File: src/rtl/decode_sequencer.sv
`default_nettype none
// ============================================================================
// Module   : decode_sequencer
// Purpose  : Decode-stage front end. Buffers fetched instructions in a small
//            circular queue and sequences the head instruction over the
//            number of execute cycles it needs, presenting one micro-op per
//            cycle (instr, PC, cycle index, last flag). Also flags the
//            register-count and extension legality errors that the
//            downstream combinational decoder cannot see.
// Ports    :
//   clk_i, rst_i            clock / synchronous active-high reset
//   fetch_valid_i/ready_o   fetch handshake
//   fetch_instr_i, pc_i     expanded instruction word and address
//   fetch_compressed_i      instruction originated as 16-bit
//   fetch_illegal_c_i       compressed expansion failed
//   uop_valid_o/ready_i     micro-op handshake
//   uop_instr/pc/compressed head entry fields
//   uop_cycle_o             cycle index within the instruction
//   uop_last_o              final micro-op of the instruction
//   uop_illegal_o           head instruction is illegal
//   branch_taken_i          branch result, used on a branch cycle-0 transfer
//   flush_i                 discard all queued and in-progress work
// Revision : 1.0 - initial release
// ============================================================================
module decode_sequencer #(
    parameter int GP_REG_COUNT = 16,
    parameter int IBUF_DEPTH   = 2,
    parameter int EN_MULDIV    = 0,
    parameter int MUL_CYCLES   = 4,
    parameter int DIV_CYCLES   = 8
) (
    input  logic        clk_i,
    input  logic        rst_i,
    input  logic        fetch_valid_i,
    output logic        fetch_ready_o,
    input  logic [31:0] fetch_instr_i,
    input  logic [31:0] fetch_pc_i,
    input  logic        fetch_compressed_i,
    input  logic        fetch_illegal_c_i,
    output logic        uop_valid_o,
    input  logic        uop_ready_i,
    output logic [31:0] uop_instr_o,
    output logic [31:0] uop_pc_o,
    output logic        uop_compressed_o,
    output logic [3:0]  uop_cycle_o,
    output logic        uop_last_o,
    output logic        uop_illegal_o,
    input  logic        branch_taken_i,
    input  logic        flush_i
);

    localparam int PTR_W = $clog2(IBUF_DEPTH);
    localparam int CNT_W = PTR_W + 1;

    localparam logic [CNT_W-1:0] c_full_count = CNT_W'(IBUF_DEPTH);
    localparam logic [3:0]       c_mul_n      = 4'(MUL_CYCLES);
    localparam logic [3:0]       c_div_n      = 4'(DIV_CYCLES);

    localparam logic [6:0] c_opc_opimm  = 7'b0010011;
    localparam logic [6:0] c_opc_op     = 7'b0110011;
    localparam logic [6:0] c_opc_lui    = 7'b0110111;
    localparam logic [6:0] c_opc_auipc  = 7'b0010111;
    localparam logic [6:0] c_opc_jal    = 7'b1101111;
    localparam logic [6:0] c_opc_jalr   = 7'b1100111;
    localparam logic [6:0] c_opc_load   = 7'b0000011;
    localparam logic [6:0] c_opc_store  = 7'b0100011;
    localparam logic [6:0] c_opc_branch = 7'b1100011;
    localparam logic [6:0] c_opc_system = 7'b1110011;

    // ------------------------------------------------------------------
    // Queue storage and control state
    // ------------------------------------------------------------------
    logic [31:0]      instr_mem_q [IBUF_DEPTH];
    logic [31:0]      pc_mem_q    [IBUF_DEPTH];
    logic             comp_mem_q  [IBUF_DEPTH];
    logic             illc_mem_q  [IBUF_DEPTH];

    logic [PTR_W-1:0] rd_ptr_q, rd_ptr_d;
    logic [PTR_W-1:0] wr_ptr_q, wr_ptr_d;
    logic [CNT_W-1:0] count_q,  count_d;
    logic [3:0]       cyc_q,    cyc_d;

    logic             w_push;
    logic             w_fire;
    logic             w_pop;

    // ------------------------------------------------------------------
    // Head-entry decode
    // ------------------------------------------------------------------
    logic [31:0] w_head_instr;
    logic [6:0]  w_opcode;
    logic        w_known_op;
    logic        w_uses_rd;
    logic        w_uses_rs1;
    logic        w_uses_rs2;
    logic        w_reg_bad;
    logic        w_is_m;
    logic        w_illegal;
    logic [3:0]  w_n;

    assign w_head_instr     = instr_mem_q[rd_ptr_q];
    assign w_opcode         = w_head_instr[6:0];

    assign fetch_ready_o    = (count_q != c_full_count);
    assign uop_valid_o      = (count_q != '0);
    assign uop_instr_o      = w_head_instr;
    assign uop_pc_o         = pc_mem_q[rd_ptr_q];
    assign uop_compressed_o = comp_mem_q[rd_ptr_q];
    assign uop_cycle_o      = cyc_q;
    assign uop_illegal_o    = w_illegal;

    assign w_push = fetch_valid_i & fetch_ready_o;
    assign w_fire = uop_valid_o & uop_ready_i;
    assign w_pop  = w_fire & uop_last_o;

    always_comb begin
        w_known_op = (w_opcode == c_opc_opimm)  || (w_opcode == c_opc_op)    ||
                     (w_opcode == c_opc_lui)    || (w_opcode == c_opc_auipc) ||
                     (w_opcode == c_opc_jal)    || (w_opcode == c_opc_jalr)  ||
                     (w_opcode == c_opc_load)   || (w_opcode == c_opc_store) ||
                     (w_opcode == c_opc_branch) || (w_opcode == c_opc_system);

        // Register fields present in each format; the top bit of each
        // 5-bit index (11, 19, 24) selects x16..x31, absent on RV32E.
        w_uses_rd  = !((w_opcode == c_opc_store) || (w_opcode == c_opc_branch));
        w_uses_rs1 = !((w_opcode == c_opc_lui) || (w_opcode == c_opc_auipc) ||
                       (w_opcode == c_opc_jal));
        w_uses_rs2 = (w_opcode == c_opc_op) || (w_opcode == c_opc_store) ||
                     (w_opcode == c_opc_branch);

        w_reg_bad = (GP_REG_COUNT == 16) &&
                    ((w_uses_rd  && w_head_instr[11]) ||
                     (w_uses_rs1 && w_head_instr[19]) ||
                     (w_uses_rs2 && w_head_instr[24]));

        w_is_m    = (w_opcode == c_opc_op) && (w_head_instr[31:25] == 7'h01);

        w_illegal = illc_mem_q[rd_ptr_q] || !w_known_op || w_reg_bad ||
                    (w_is_m && (EN_MULDIV == 0));
    end

    // Cycle count and last-cycle flag. Illegal instructions always issue once.
    always_comb begin
        w_n = 4'd1;
        if (w_illegal) begin
            w_n = 4'd1;
        end else if ((w_opcode == c_opc_jal) || (w_opcode == c_opc_jalr)) begin
            w_n = 4'd2;
        end else if (w_is_m) begin
            w_n = w_head_instr[14] ? c_div_n : c_mul_n;
        end

        uop_last_o = 1'b1;
        if (w_illegal) begin
            uop_last_o = 1'b1;
        end else if (w_opcode == c_opc_branch) begin
            // Branch length is only known from the cycle-0 evaluation.
            uop_last_o = (cyc_q == 4'd0) ? ~branch_taken_i : 1'b1;
        end else begin
            uop_last_o = (cyc_q == (w_n - 4'd1));
        end
    end

    // ------------------------------------------------------------------
    // Next-state: pointers, occupancy and cycle counter
    // ------------------------------------------------------------------
    always_comb begin
        rd_ptr_d = rd_ptr_q;
        wr_ptr_d = wr_ptr_q;
        count_d  = count_q;
        cyc_d    = cyc_q;

        if (flush_i) begin
            // Flush wins over any same-cycle push or micro-op transfer.
            rd_ptr_d = '0;
            wr_ptr_d = '0;
            count_d  = '0;
            cyc_d    = '0;
        end else begin
            if (w_fire) begin
                if (uop_last_o) begin
                    cyc_d    = '0;
                    rd_ptr_d = rd_ptr_q + 1'b1;
                end else begin
                    cyc_d = cyc_q + 4'd1;
                end
            end
            if (w_push) begin
                wr_ptr_d = wr_ptr_q + 1'b1;
            end
            case ({w_push, w_pop})
                2'b10:   count_d = count_q + 1'b1;
                2'b01:   count_d = count_q - 1'b1;
                default: count_d = count_q;
            endcase
        end
    end

    always_ff @(posedge clk_i) begin
        if (rst_i) begin
            rd_ptr_q <= '0;
            wr_ptr_q <= '0;
            count_q  <= '0;
            cyc_q    <= '0;
        end else begin
            rd_ptr_q <= rd_ptr_d;
            wr_ptr_q <= wr_ptr_d;
            count_q  <= count_d;
            cyc_q    <= cyc_d;
        end
    end

    // Payload storage needs no reset: entries are only read while counted.
    always_ff @(posedge clk_i) begin
        if (w_push && !flush_i && !rst_i) begin
            instr_mem_q[wr_ptr_q] <= fetch_instr_i;
            pc_mem_q[wr_ptr_q]    <= fetch_pc_i;
            comp_mem_q[wr_ptr_q]  <= fetch_compressed_i;
            illc_mem_q[wr_ptr_q]  <= fetch_illegal_c_i;
        end
    end

endmodule
`default_nettype wire

File: config.mk
export PLATFORM = sky130hd
export DESIGN_NAME = decode_sequencer
export DESIGN_NICKNAME = d
export VERILOG_FILES = /design/src/rtl/decode_sequencer.sv
export SDC_FILE = /design/constraint.sdc
export NUM_CORES = 1
export LEC_CHECK = 0
export ABC_AREA = 1
export BUFFER_PORTS_ARGS = -buffer_cell sky130_fd_sc_hd__buf_4
export CORE_AREA = 2 2 145 76
export DETAILED_ROUTE_END_ITERATION = 7
export DIE_AREA = 0 0 147 78
export HOLD_SLACK_MARGIN = 0.15
export PLACE_DENSITY = 0.9
export SLEW_MARGIN = 20
export SYNTH_ARGS = -nofsm -noshare
export SYNTH_HDL_FRONTEND = slang
export SYNTH_SLANG_ARGS = --single-unit
File: constraint.sdc
create_clock -name clk_i -period 20.5 [get_ports clk_i]
set_clock_uncertainty 0.1 [all_clocks]
set_input_delay 4.1 -clock clk_i [delete_from_list [all_inputs] [get_ports clk_i]]
set_output_delay 4.1 -clock clk_i [all_outputs]
set_load 0.02 [all_outputs]
Yosys cells after proc, flatten, opt, wreduce, memory -nomap -nowiden
Memory sizes are Yosys's and may differ from the RTL's. A register that Yosys moved wholly into a read port is not among the register bits.
Index checks and enable logic that the tools add are counted.
Cells by class
  add/subtract/negate cells: 6
  multiply operators: 0
  div/mod/pow operators: 0
  $lt $le $gt $ge: 0
  equal/unequal tests: 15
  shifts and indexed selects: 0
  multiplexer cells: 19
  bitwise gates (word level): 4
  reductions and logical operators: 36
Operators with widths (number)
  7-bit equality test (second input constant): 4
  7-bit by 6-bit equality test with 1-bit output (second input constant): 3
  1-bit logical OR: 20
  4-bit two-way mux: 5
  7-bit by 5-bit equality test with 1-bit output (second input constant): 2
  1-bit two-way mux: 13
  7-bit by 1-bit equality test with 1-bit output (second input constant): 1
  7-bit by 2-bit equality test with 1-bit output (second input constant): 1
  1-bit logical AND: 6
  1-bit zero test: 5
  4-bit by 1-bit adder with 4-bit output (second input constant): 1
  4-bit equality test: 1
  4-bit zero test: 1
  2-bit case mux with 2 select lines: 1
  2-bit nonzero test: 2
  4-bit by 1-bit subtractor with 4-bit output (second input constant): 1
  1-bit AND: 3
  1-bit adder (second input constant): 2
  2-bit by 1-bit adder with 2-bit output (second input constant): 1
  2-bit by 1-bit equality test with 1-bit output (second input constant): 1
  2-bit equality test (second input constant): 1
  2-bit inequality test (second input constant): 1
  2-bit AND reduction: 1
  2-bit OR reduction: 1
  other kinds (2): 2
Word-level totals
  register bits after elaboration: 8
  latch bits: 0
  RAM bits: 132
  ROM bits: 0
  output and inout bits: 73
  logic and storage cells: 88
  memories: 4
Memory list
  instr_mem_q: words 2, bits a word 32, read ports 1, clocked after memory_dff 1, write ports 1, RTL line 73  | logic [31:0] instr_mem_q [IBUF_DEPTH];
  pc_mem_q: words 2, bits a word 32, read ports 1, clocked after memory_dff 1, write ports 1, RTL line 74  | logic [31:0] pc_mem_q [IBUF_DEPTH];
  comp_mem_q: words 2, bits a word 1, read ports 1, clocked after memory_dff 1, write ports 1, RTL line 75  | logic comp_mem_q [IBUF_DEPTH];
  illc_mem_q: words 2, bits a word 1, read ports 1, clocked after memory_dff 1, write ports 1, RTL line 76  | logic illc_mem_q [IBUF_DEPTH];

Depth between registers and ports, before layout
Gate-level depths: netlist (run 1).
  word-level depth: 22
  depth in mapped cells: 27
  mapped depth without buffers: 26

Worst setup path after synthesis (run 1)
OpenSTA, ideal clock, no wires.
  kind: input to register
  from: input flush_i
  to: memory comp_mem_q[1] (enable)
  library setup time: 0.571 ns
  arrival: 8.987 ns
  required time: 19.829 ns
  setup slack: 10.842 ns
  stages: 3
  cell sequence: nor2_1 > inv_1 > nor3_1
On the way
  longest elaborated chain between the ends: 5
Ends and longest elaborated chain
  from (decl): RTL line 49  | input logic flush_i
  1-bit zero test: RTL line 215  | if (w_push && !flush_i && !rst_i) begin
  1-bit logical AND (2 in series): RTL line 215
  1-bit two-way mux: RTL line 215
  1-bit two-way mux (not written as such): RTL line 218  | comp_mem_q[wr_ptr_q] <= fetch_compressed_i;
  to (decl): RTL line 75
Every way passes these cells.

Worst setup path after layout (run 1)
  from: input branch_taken_i
  to: output uop_last_o
On the way
  longest elaborated chain between the ends: 4
Ends and longest elaborated chain
  from (decl): RTL line 48  | input logic branch_taken_i,
  1-bit inverter: RTL line 158  | uop_last_o = (cyc_q == 4'd0) ? ~branch_taken_i : 1'b1;
  1-bit two-way mux: RTL line 158
  1-bit two-way mux: RTL line 156  | end else if (w_opcode == c_opc_branch) begin
  1-bit two-way mux: RTL line 154  | if (w_illegal) begin
  to (decl): RTL line 46  | output logic uop_last_o,
Every way passes these cells.

==> out/summary.txt, run 1 <==
STA
--------------------------------------------------------------------------------
Tightest Pin Transition ...........................................       906 ps
Crit share post-route .............................................        43.4%
Max-slew violation count ..........................................            0
Unrepaired setup endpoints after global routing ...................        false
Final number of setup-violating endpoints .........................            0
Final setup margin ................................................     11610 ps
Period minus WS final .............................................      8890 ps
Final hold violation count ........................................            0
Slew HR ...........................................................        39.6%
Top achievable clock speed ........................................    0.112 GHz
Setup Total Neg Slack .............................................         0 ps

SYNTHESIS
--------------------------------------------------------------------------------
Post-Syn Instances ................................................          499
Post-synth net total ..............................................          575
Netlist cell types ................................................           28
Number of synthesized register bits ...............................          141
Post-Syn Area per Cell ............................................     11.4 µm²
Sequential fraction of the synthesis area .........................        73.1%
Syn Std Cell Area .................................................     5670 µm²
Number of warnings reported in the yosys synthesis log ............            0

FLOORPLANNING
--------------------------------------------------------------------------------
Initial core utilization ..........................................        56.2%
Die extent in y ...................................................        78 µm
Area enclosed by the die boundary .................................    11500 µm²
Count of boundary I/O pins ........................................          145
Core Area .........................................................    10100 µm²
Floorplan row count ...............................................           26
Die extent in x ...................................................       147 µm

SETUP PATH
--------------------------------------------------------------------------------
Max Fanout on Critical Path .......................................            4
Worst Setup Start Kind ............................................ primary input
Critical Path AT ..................................................      4690 ps
Terminus of the critical flop-to-flop path ........................   count_q[1]
Setup Crit Path Kind ..............................................    in -> out
Crit path capture type ............................................  output port
Number of cells on the worst reg-to-reg path ......................           25
R2R Setup Slk .....................................................     15520 ps
Data required time at the worst endpoint ..........................     16300 ps

CLOCKING
--------------------------------------------------------------------------------
# H-tree levels ...................................................            4
Clock sink count ..................................................          141
Later-pin clock latency in the skew report ........................       410 ps
Hold buffers post-CTS .............................................            0
Post-cts gate resize count ........................................            0
Maximum buffer depth of the clock tree ............................            2
Number of clock buffers inserted by TritonCTS .....................           17
Post-CTS Repair Setup Buffers .....................................            0
TritonCTS clock tree ..............................................        built
Clock root buffer ................................................. sky130_fd_sc_hd__clkbuf_16
Clock-pin slew on the worst setup and hold paths ..................        60 ps

LAYOUT
--------------------------------------------------------------------------------
Footprint of the multi-input gates ................................     1340 µm²
Number of nets in the final layout ................................          727
Proportion of layout cells with a drive suffix above 1 ............        30.1%
Area growth, synth to finish ......................................        32.2%
Top library cells by usage in the layout, fill and taps aside ..... sky130_fd_sc_hd__nand2_1 (233), sky130_fd_sc_hd__buf_4 (148), sky130_fd_sc_hd__edfxtp_1 (132)
Commonest non-fill, non-tap cell in the layout .................... sky130_fd_sc_hd__nand2_1
Final instance count without filler cells .........................          804
Storage element area ..............................................     4150 µm²
Count of inserted antenna diode cells .............................            0
Final standard cell utilization of the core .......................        74.3%
Number of fill cells ..............................................          633
Final Instance Area ...............................................     7490 µm²

DRT
--------------------------------------------------------------------------------
Drt total wl ......................................................      12.0 mm
DR vias/cell ......................................................         4.96
Iteration-0 DRC Markers ...........................................          286
Post-route DRC violation count ....................................            0
Routed len/inst ...................................................      14.9 µm
Number of iterations in the first detailed-routing pass ...........            4
Via count .........................................................         3987
Antenna Violating Nets Remaining ..................................            0

PLACEMENT
--------------------------------------------------------------------------------
Post-detailed-placement cell area .................................     6890 µm²
Cells after DPL ...................................................          772
Routability congestion estimate from global placement .............        0.812
Placement-stage worst setup slack .................................     11610 ps
Count of input and output buffers .................................          144
DP HPWL ...........................................................      7.57 mm

GLOBAL ROUTING
--------------------------------------------------------------------------------
Residual overflow from global routing .............................            0
Maximum number of pins on one net before global-route repair ......           76
Via count of the first global-routing pass ........................         3948
Wire length of the first global-routing pass ......................      18.9 mm
Number of antenna violations at the first check in global routing .            0
Total Routing Usage GR ............................................        21.7%

HOLD PATH
--------------------------------------------------------------------------------
Hold Path Sink ....................................................     wr_ptr_q
Count of cells along the worst hold path ..........................            2
Worst min path class ..............................................   reg -> reg
Hold path startpoint ..............................................     wr_ptr_q

POWER
--------------------------------------------------------------------------------
Power density of the placed cells .................................  90.0 nW/µm²
Maximum VDD drop ..................................................    0.0757 mV
LEAKAGE ...........................................................      3.23 nW

JOB
--------------------------------------------------------------------------------
Max cap viols .....................................................            0

RUN STATUS
--------------------------------------------------------------------------------
Status ............................................................ finished clean

[cells in the mapped netlist]
library cell                number  area, µm²
sky130_fd_sc_hd__a2111oi_0       1       8.76
sky130_fd_sc_hd__a21oi_1         6       30.0
sky130_fd_sc_hd__a21oi_2         1       8.76
sky130_fd_sc_hd__buf_1           3       11.3
sky130_fd_sc_hd__buf_2           2       10.0
sky130_fd_sc_hd__buf_4           2       15.0
sky130_fd_sc_hd__buf_6           1       11.3
sky130_fd_sc_hd__clkbuf_1        7       26.3
sky130_fd_sc_hd__dfxtp_1         9        180
sky130_fd_sc_hd__edfxtp_1      132       3960
sky130_fd_sc_hd__ha_1            4       50.1
sky130_fd_sc_hd__inv_1          32        120
sky130_fd_sc_hd__inv_2           2       7.51
sky130_fd_sc_hd__mux2i_1         1       10.0
sky130_fd_sc_hd__nand2_1       233        875
sky130_fd_sc_hd__nand2_2         8       50.1
sky130_fd_sc_hd__nand3_1        10       50.1
sky130_fd_sc_hd__nand3_2         2       20.0
sky130_fd_sc_hd__nand3b_2        1       11.3
sky130_fd_sc_hd__nand4_1         3       18.8
sky130_fd_sc_hd__nor2_1         26       97.6
sky130_fd_sc_hd__nor2_2          1       6.26
sky130_fd_sc_hd__nor2_4          2       22.5
sky130_fd_sc_hd__nor3_1          1       5.00
sky130_fd_sc_hd__o211ai_1        1       7.51
sky130_fd_sc_hd__o21ai_0         4       20.0
sky130_fd_sc_hd__o21ai_1         1       5.00
sky130_fd_sc_hd__xor2_1          3       26.3
[how the worst max path moves through the flow]
stage | start | end | slack [ps] | cells past startpoint
final | branch_taken_i | uop_last_o | 11610 | 5
after global placement | branch_taken_i | uop_last_o | 11620 | 5
after detailed placement | branch_taken_i | uop_last_o | 11610 | 5
after floorplan | flush_i | comp_mem_q[1] | 10840 | 3
after global routing | flop | uop_last_o | 11440 | 19
after CTS | branch_taken_i | uop_last_o | 11600 | 5
[power by group]
part           switching (mW)  leakage [nW]  total, mW  internal [mW]
Sequential            0.00156          1.27      0.322          0.321
Clock                   0.130         0.293      0.304          0.174
Combinational          0.0269          1.66     0.0473         0.0203
[worst max-delay path, stage by stage]
cell,delay (ps)
sky130_fd_sc_hd__buf_4,70
sky130_fd_sc_hd__nand3_1,80
sky130_fd_sc_hd__a21oi_2,180
sky130_fd_sc_hd__nand2_2,100
sky130_fd_sc_hd__buf_4,160
[metrics by stage]
stage          hold slack (ps)  total power [mW]
2_1_floorplan              340             0.351
3_3_place_gp               349             0.374
3_5_place_dp               352             0.376
4_1_cts                    362             0.677
5_1_grt                    405             0.696
6_report                   362             0.674
[layout make-up]
type,count,share of cell area [%]
Sequential cell,141,55.3
Multi-Input combinational cell,309,17.8
Timing Repair Buffer,148,14.8
Clock buffer,17,5.68
Tap cell,140,2.34
Clock inverter,15,2.32
Inverter,34,1.70
[kinds of logic (layout without fill, tap and decap cells)]
kind of cell               after synthesis  count (layout)  share of synthesized area (%)
xor gates and xnor gates                 3               3                          0.464
AOI/OAI and AO/OA                       14              14                           1.41
and+or+nand+nor                        287             287                           20.4
DFF                                    141             141                           73.1
adders and majority gates                4               4                          0.883
buffers and inverters                   49             214                           3.55
muxes                                    1               1                          0.177
[flip-flops by register name, summed over array words and instances, names as in the netlist, named ones only]
name	flops
instr_mem_q	64
count_q	2
pc_mem_q	64
illc_mem_q	2
rd_ptr_q	1
wr_ptr_q	1
uop_cycle_o	4
comp_mem_q	2
[metal layers]
metal,vias to the layer above,global-route usage [%],wire (µm)
met5,-,0,0
met4,0,9.52,153
met3,14,5.88,576
met2,110,39.5,6530
met1,1910,24.4,4690
li1,1953,-,-
No activity file was read; power rests on OpenSTA's default activity.
==> run 2: changes to the inputs <==
CORE_AREA = 2 2 150 79   (was 2 2 145 76)
DIE_AREA = 0 0 152 81   (was 0 0 147 78)
PLACE_DENSITY = 0.85   (was 0.9)
clock period = 9.3 ns   (was 20.5 ns; I/O delays follow)
==> run 2 against run 1 <==
Compared with the run above: via count grew 1.1%; utilization decreased by 7.2 points; sequential power rose by 120%; count of clock-buffer cells in the layout is 2 higher; wire length increased by 4.2%; register-to-register slack got worse by 12000 ps; final cell count grew 1.1%; non-clock buffer count is 1 lower; critical endpoint unchanged; largest power group is now the clock network.
==> out/summary.txt, run 2 (synthesized netlist as in run 1, its figures left out) <==
PLACEMENT
--------------------------------------------------------------------------------
DP HPWL ...........................................................      8.21 mm   +8.5%
Post-detailed-placement cell area .................................     6900 µm²   about the same
Routability congestion estimate from global placement .............        0.921   +13%
Cells after DPL ...................................................          781   +1.2%
Count of input and output buffers .................................          144   unchanged
Placement-stage worst setup slack .................................      3210 ps   -8400 ps

CLOCKING
--------------------------------------------------------------------------------
Hold buffers post-CTS .............................................            0   unchanged
Clock sink count ..................................................          141   unchanged
Clock root buffer ................................................. sky130_fd_sc_hd__clkbuf_16
Number of clock buffers inserted by TritonCTS .....................           17   unchanged
# H-tree levels ...................................................            4   unchanged
Maximum buffer depth of the clock tree ............................            2   unchanged
TritonCTS clock tree ..............................................        built
Clock-pin slew on the worst setup and hold paths ..................        60 ps   about the same
Post-cts gate resize count ........................................            0   unchanged
Later-pin clock latency in the skew report ........................       410 ps   about the same
Post-CTS Repair Setup Buffers .....................................            0   unchanged

STA
--------------------------------------------------------------------------------
Unrepaired setup endpoints after global routing ...................        false
Final number of setup-violating endpoints .........................            0   unchanged
Setup Total Neg Slack .............................................         0 ps   unchanged
Tightest Pin Transition ...........................................      1010 ps   +101 ps
Period minus WS final .............................................      7010 ps
Max-slew violation count ..........................................            0   unchanged
Final hold violation count ........................................            0   unchanged
Top achievable clock speed ........................................    0.143 GHz
Final setup margin ................................................      2290 ps   -9310 ps
Slew HR ...........................................................        32.8%   -6.8 points
Crit share post-route .............................................        75.4%

LAYOUT
--------------------------------------------------------------------------------
Count of inserted antenna diode cells .............................            0   unchanged
Number of fill cells ..............................................          824   +30%
Area growth, synth to finish ......................................        33.2%
Footprint of the multi-input gates ................................     1340 µm²   unchanged
Top library cells by usage in the layout, fill and taps aside ..... sky130_fd_sc_hd__nand2_1 (233), sky130_fd_sc_hd__buf_4 (147), sky130_fd_sc_hd__edfxtp_1 (132)
Final Instance Area ...............................................     7550 µm²   +0.72%
Storage element area ..............................................     4150 µm²   unchanged
Number of nets in the final layout ................................          726   -0.14%
Final instance count without filler cells .........................          813   +1.1%
Proportion of layout cells with a drive suffix above 1 ............        29.7%   -0.41 points
Commonest non-fill, non-tap cell in the layout .................... sky130_fd_sc_hd__nand2_1

DRT
--------------------------------------------------------------------------------
Antenna Violating Nets Remaining ..................................            0   unchanged
Iteration-0 DRC Markers ...........................................          297   +3.8%
Number of iterations in the first detailed-routing pass ...........            5   +1
Routed len/inst ...................................................      15.3 µm   +3.0%
Via count .........................................................         4031   +1.1%
DR vias/cell ......................................................         4.96   about the same
Post-route DRC violation count ....................................            0   unchanged
Drt total wl ......................................................      12.5 mm   +4.2%

POWER
--------------------------------------------------------------------------------
LEAKAGE ...........................................................      3.24 nW   +0.37%
Part of the power in combinational logic ..........................         6.9%   about the same
Part of the power in registers ....................................        45.8%   -2.0 points
Switch Pwr ........................................................       321 µW   +100%
Design internal power .............................................      1.23 mW   +140%
Power density of the placed cells .................................   206 nW/µm²   +130%
Fraction of power spent switching nets ............................        20.7%   -2.8 points
Maximum VDD drop ..................................................     0.124 mV   +64%
Proportion of power drawn by the clock network ....................        47.3%   +2.1 points

GLOBAL ROUTING
--------------------------------------------------------------------------------
Wire length of the first global-routing pass ......................      19.5 mm   +3.3%
Via count of the first global-routing pass ........................         3940   -0.20%
Total Routing Usage GR ............................................        21.1%   -0.67 points
Maximum number of pins on one net before global-route repair ......           76   unchanged
Number of antenna violations at the first check in global routing .            0   unchanged
Residual overflow from global routing .............................            0   unchanged

SETUP PATH
--------------------------------------------------------------------------------
Crit path capture type ............................................  output port
Standard cell with the maximum stage delay on the critical path ... sky130_fd_sc_hd__clkinv_2
Cell repeated most along the worst path ........................... sky130_fd_sc_hd__nand2_1
Max Fanout on Critical Path .......................................           75   +71
Maximum single-stage delay on the critical path ...................      1020 ps   +840 ps
Critical Path AT ..................................................      5050 ps   +360 ps
Data required time at the worst endpoint ..........................      7340 ps   -8960 ps
Setup Crit Path Kind ..............................................   reg -> out
Worst Setup Start Kind ............................................         flop
Cell breakdown of the critical path ............................... buf_4 -> clkinv_2 -> nand2_1 -> nand2_1 -> nor2_1 -> nand3_1 -> nand2_1 -> nand2_1 -> nand2_1 -> nor2_4 -> nand3_2 -> inv_1 -> ha_1 -> nor2_1 -> nor2_1 -> nand2_1 -> a2111oi_0 -> nand3_1 -> nand2_2 -> buf_4

RUN STATUS
--------------------------------------------------------------------------------
Status ............................................................ finished clean

FLOORPLANNING
--------------------------------------------------------------------------------
Count of boundary I/O pins ........................................          145   unchanged
Floorplan row count ...............................................           28   +7.7%
Initial core utilization ..........................................        50.4%   -5.8 points
Core Area .........................................................    11200 µm²   +12%
Die extent in x ...................................................       152 µm   +3.4%
Die extent in y ...................................................        81 µm   +3.8%
Area enclosed by the die boundary .................................    12300 µm²   +7.4%

JOB
--------------------------------------------------------------------------------
Max cap viols .....................................................            0   unchanged

HOLD PATH
--------------------------------------------------------------------------------
Worst min path class ..............................................   reg -> reg
Hold path startpoint ..............................................     wr_ptr_q

run 2: layout make-up:
cell class	count	area share [%]
flip-flops and latches	141	54.9
multi-input cells	309	17.7
repair buffers	147	14.6
clock buffers	19	5.74
clock inverters	13	2.83
well taps	150	2.49
inverters	34	1.71
run 2: power groups by stage:
| stage | sequential [mW] | combinational [mW] | clock, mW |
|---|---|---|---|
| after floorplan | 0.725 | 0.0479 | 0 |
| after global placement | 0.724 | 0.103 | 0 |
| after detailed placement | 0.724 | 0.107 | 0 |
| after CTS | 0.711 | 0.107 | 0.745 |
| after global routing | 0.712 | 0.116 | 0.772 |
| final | 0.711 | 0.107 | 0.735 |
run 2: worst paths after layout:
check        slack (ps)  cells after the start    endpoint
max                2290                     20  uop_last_o
min                 360                      2    wr_ptr_q
max reg2reg        3670                     26  count_q[1]
min reg2reg         360                      2    wr_ptr_q
run 2: per-layer routing:
metal,global-route usage [%],wire [µm],vias to the layer above
li1,-,-,1953
met1,27.1,5450,1871
met2,34.2,5870,184
met3,5.82,906,23
met4,9.63,224,0
met5,0,0,-
run 2: worst max-delay path, delay by kind of cell (launching register included):
family                   cells  cell delay (ps)
buffers and inverters        4             1820
AND/OR/NAND/NOR             14             1670
AO/OA/AOI/OAI                1              440
adder cells (fa/ha/maj)      1              320
flip-flops                   1              310
run 2: metrics by stage:
step	utilization [%]	total power [mW]	hold slack, ps
after floorplan	-	0.773	340
final	67.1	1.55	363
after global placement	61.3	0.826	349
after global routing	67.1	1.60	397
after detailed placement	61.3	0.831	357
after CTS	67.1	1.56	366
==> run 3: changes to the inputs <==
ABC_AREA = 0   (was 1)
CORE_AREA = 2 2 149 78   (was 2 2 150 79)
DIE_AREA = 0 0 151 80   (was 0 0 152 81)
PLACE_DENSITY = 0.86   (was 0.85)
clock period = 6.6 ns   (was 9.3 ns; I/O delays follow)
==> run 3 against run 2 <==
Compared with the run above: synthesized cell count down 37%; setup slack worse by 1600 ps; combinational power up 44%; register-to-register slack worse by 2000 ps; power up 33%; via count down 18%; critical endpoint unchanged.
==> out/summary.txt, run 3 <==
POWER
---------------------------------------------------------------------------------
Switch Pwr .........................................................       462 µW   +44%
Power density of the placed cells ..................................   278 nW/µm²   +35%
Sum of internal, switching and leakage power .......................      2.06 mW   +33%
Part of the power in registers .....................................        49.0%   +3.2 points
Fraction of power spent switching nets .............................        22.4%   +1.7 points
Part of the power in combinational logic ...........................         7.4%   +0.5 points
Proportion of power drawn by the clock network .....................        43.6%   -3.7 points
Design internal power ..............................................      1.60 mW   +30%
LEAKAGE ............................................................      2.73 nW   -16%
Maximum VDD drop ...................................................     0.187 mV   +50%

STA
---------------------------------------------------------------------------------
Unrepaired setup endpoints after global routing ....................        false
Setup Total Neg Slack ..............................................         0 ps   unchanged
Slew HR ............................................................        31.8%   -1.0 points
Top achievable clock speed .........................................    0.169 GHz
Final hold violation count .........................................            0   unchanged
Final number of setup-violating endpoints ..........................            0   unchanged
Crit share post-route ..............................................        89.7%
Tightest Pin Transition ............................................      1020 ps   +16.8 ps
Final setup margin .................................................       677 ps   -1610 ps
Period minus WS final ..............................................      5920 ps
Max-slew violation count ...........................................            0   unchanged

FLOORPLANNING
---------------------------------------------------------------------------------
Count of boundary I/O pins .........................................          145   unchanged
Die extent in x ....................................................       151 µm   -0.66%
Die extent in y ....................................................        80 µm   -1.2%
Initial core utilization ...........................................        52.2%   +1.8 points
Floorplan row count ................................................           27   -3.6%
Area enclosed by the die boundary ..................................    12100 µm²   -1.9%
Core Area ..........................................................    10700 µm²   -4.5%

PLACEMENT
---------------------------------------------------------------------------------
DP HPWL ............................................................      7.80 mm   -5.0%
Count of input and output buffers ..................................          144   unchanged
Routability congestion estimate from global placement ..............        0.915   -0.69%
Placement-stage worst setup slack ..................................      1150 ps   -2060 ps

SYNTHESIS
---------------------------------------------------------------------------------
Netlist cell types .................................................           47   +68%
Post-synth net total ...............................................          391   -32%
Synth top cells by count ........................................... sky130_fd_sc_hd__edfxtp_1 (132), sky130_fd_sc_hd__mux2_2 (64), sky130_fd_sc_hd__nand2_1 (11), sky130_fd_sc_hd__dfxtp_1 (9)
Post-Syn Instances .................................................          315   -37%
Largest cells by area after synthesis .............................. sky130_fd_sc_hd__edfxtp_1 (71%), sky130_fd_sc_hd__mux2_2 (13%), sky130_fd_sc_hd__dfxtp_1 (3.2%), sky130_fd_sc_hd__ha_1 (0.89%), sky130_fd_sc_hd__nand2_1 (0.74%)
Portion of synthesized cell area occupied by the leading cell type .        70.6%   +0.70 points
Post-Syn Area per Cell .............................................     17.8 µm²   +57%
Number of synthesized register bits ................................          141   unchanged
Cell with the most instances after synthesis ....................... sky130_fd_sc_hd__edfxtp_1
Sequential fraction of the synthesis area ..........................        73.8%   +0.73 points
Number of warnings reported in the yosys synthesis log .............            0   unchanged
EDFF count, synth ..................................................          132   unchanged
Syn Std Cell Area ..................................................     5610 µm²   -0.99%
Most instantiated flip-flop cell in the synthesis netlist .......... sky130_fd_sc_hd__edfxtp_1
Share of synthesized registers carrying an async set or reset ......           0%   unchanged
Cell accounting for the most synthesized area ...................... sky130_fd_sc_hd__edfxtp_1

GLOBAL ROUTING
---------------------------------------------------------------------------------
Via count of the first global-routing pass .........................         3403   -14%
Total Routing Usage GR .............................................        19.9%   -1.1 points
Wire length of the first global-routing pass .......................      17.5 mm   -10%
Maximum number of pins on one net before global-route repair .......           84   +11%
Number of antenna violations at the first check in global routing ..            0   unchanged
Residual overflow from global routing ..............................            0   unchanged

DRT
---------------------------------------------------------------------------------
Iteration-0 DRC Markers ............................................          200   -33%
Antenna Violating Nets Remaining ...................................            0   unchanged
Number of iterations in the first detailed-routing pass ............            5   unchanged
Via count ..........................................................         3293   -18%
DR vias/cell .......................................................         5.24   +5.8%
Routed len/inst ....................................................      18.5 µm   +21%
Post-route DRC violation count .....................................            0   unchanged
Drt total wl .......................................................      11.6 mm   -6.9%

CLOCKING
---------------------------------------------------------------------------------
Maximum buffer depth of the clock tree .............................            2   unchanged
Clock-pin slew on the worst setup and hold paths ...................        60 ps   about the same
# H-tree levels ....................................................            4   unchanged
Clock sink count ...................................................          141   unchanged
Clock root buffer .................................................. sky130_fd_sc_hd__clkbuf_16
Number of clock buffers inserted by TritonCTS ......................           17   unchanged
Post-cts gate resize count .........................................            0   unchanged
TritonCTS clock tree ...............................................        built
Post-CTS Repair Setup Buffers ......................................            0   unchanged
Hold buffers post-CTS ..............................................            0   unchanged
Later-pin clock latency in the skew report .........................       400 ps   about the same

LAYOUT
---------------------------------------------------------------------------------
Proportion of layout cells with a drive suffix above 1 .............        53.0%   +23 points
Commonest non-fill, non-tap cell in the layout ..................... sky130_fd_sc_hd__buf_4
Top library cells by usage in the layout, fill and taps aside ...... sky130_fd_sc_hd__buf_4 (146), sky130_fd_sc_hd__edfxtp_1 (132), sky130_fd_sc_hd__mux2_2 (64)
Number of nets in the final layout .................................          546   -25%
Number of fill cells ...............................................          732   -11%
Area growth, synth to finish .......................................        32.1%
Final standard cell utilization of the core ........................        69.0%   +1.9 points
Storage element area ...............................................     4150 µm²   about the same
Count of inserted antenna diode cells ..............................            0   unchanged
Footprint of the multi-input gates .................................     1400 µm²   +4.8%

SETUP PATH
---------------------------------------------------------------------------------
Critical Path AT ...................................................      4500 ps   -550 ps
Data required time at the worst endpoint ...........................      5180 ps   -2160 ps
Cell breakdown of the critical path ................................ nand3_1 -> o2bb2a_1 -> a21boi_0 -> a211oi_2 -> nand4_1 -> inv_1 -> ha_1 -> xnor2_1 -> nor3_1 -> and4_1 -> a311oi_2 -> nand3_2 -> buf_4
Standard cell with the maximum stage delay on the critical path .... sky130_fd_sc_hd__dfxtp_4
Worst Setup Start Kind .............................................         flop
Maximum single-stage delay on the critical path ....................      1020 ps   about the same
Crit path capture type .............................................  output port
Setup Crit Path Kind ...............................................   reg -> out
Max Fanout on Critical Path ........................................           83   +11%

HOLD PATH
---------------------------------------------------------------------------------
Worst min path class ...............................................   reg -> reg

JOB
---------------------------------------------------------------------------------
Max cap viols ......................................................            0   unchanged

RUN STATUS
---------------------------------------------------------------------------------
Status ............................................................. finished clean

==> run 3: metrics by stage <==
step | hold slack, ps | cell area (µm²) | cells
3_3_place_gp | 376 | 6850 | 596
5_1_grt | 462 | 7410 | 628
6_report | 443 | 7410 | 628
2_1_floorplan | 367 | 5610 | 315
3_5_place_dp | 440 | 6850 | 596
4_1_cts | 449 | 7410 | 628
==> run 3: layer usage <==
metal	part of all wire (%)	vias up	GRT usage (%)
met5	0	-	0
met4	0.75	0	6.64
met3	9.9	8	7.94
met2	45	134	30.7
met1	44	1605	26.0
li1	-	1546	-
==> run 3: cells by family (layout without fill, tap and decap cells) <==
logic type | count (synthesis) | in the layout | synth area share (%)
xor+xnor | 5 | 5 | 0.781
mux | 65 | 65 | 13.0
buf+inv | 17 | 185 | 1.40
flops | 141 | 141 | 73.8
fa+ha+maj | 4 | 4 | 0.892
compound gates | 29 | 29 | 4.33
simple gates | 54 | 54 | 5.73
==> run 3: worst paths after layout <==
kind,start,endpoint,slack [ps],cells after the start
worst max-delay path,flop,uop_last_o,680,13
worst min-delay path,count_q[1],count_q[1],440,2
worst min register to register,count_q[1],count_q[1],440,2
worst max register to register,flop,count_q[1],1640,15
==> run 3: power by group through the flow <==
stage | Combinational (mW) | Clock (mW) | Sequential [mW]
2_1_floorplan | 0.0815 | 0 | 1.02
3_3_place_gp | 0.150 | 0 | 1.03
3_5_place_dp | 0.154 | 0 | 1.03
4_1_cts | 0.155 | 0.916 | 1.01
5_1_grt | 0.164 | 0.959 | 1.01
6_report | 0.154 | 0.900 | 1.01
==> run 3: worst max-delay path: cells and delay by family (launching register included) <==
kind,cells,cell delay [ps]
buffers and inverters,2,300
and+or+nand+nor,5,930
AOI/OAI and AO/OA,4,1400
DFF,1,1020
xor gates and xnor gates,1,170
adders and majority gates,1,240
==> run 3: cell type report <==
type | instances | share of cell area [%]
clock inverter | 14 | 1.82
inverter | 7 | 0.354
sequential | 141 | 55.9
clock buffer | 18 | 5.79
tap | 145 | 2.45
multi-input combinational | 157 | 18.9
timing repair buffer | 146 | 14.8
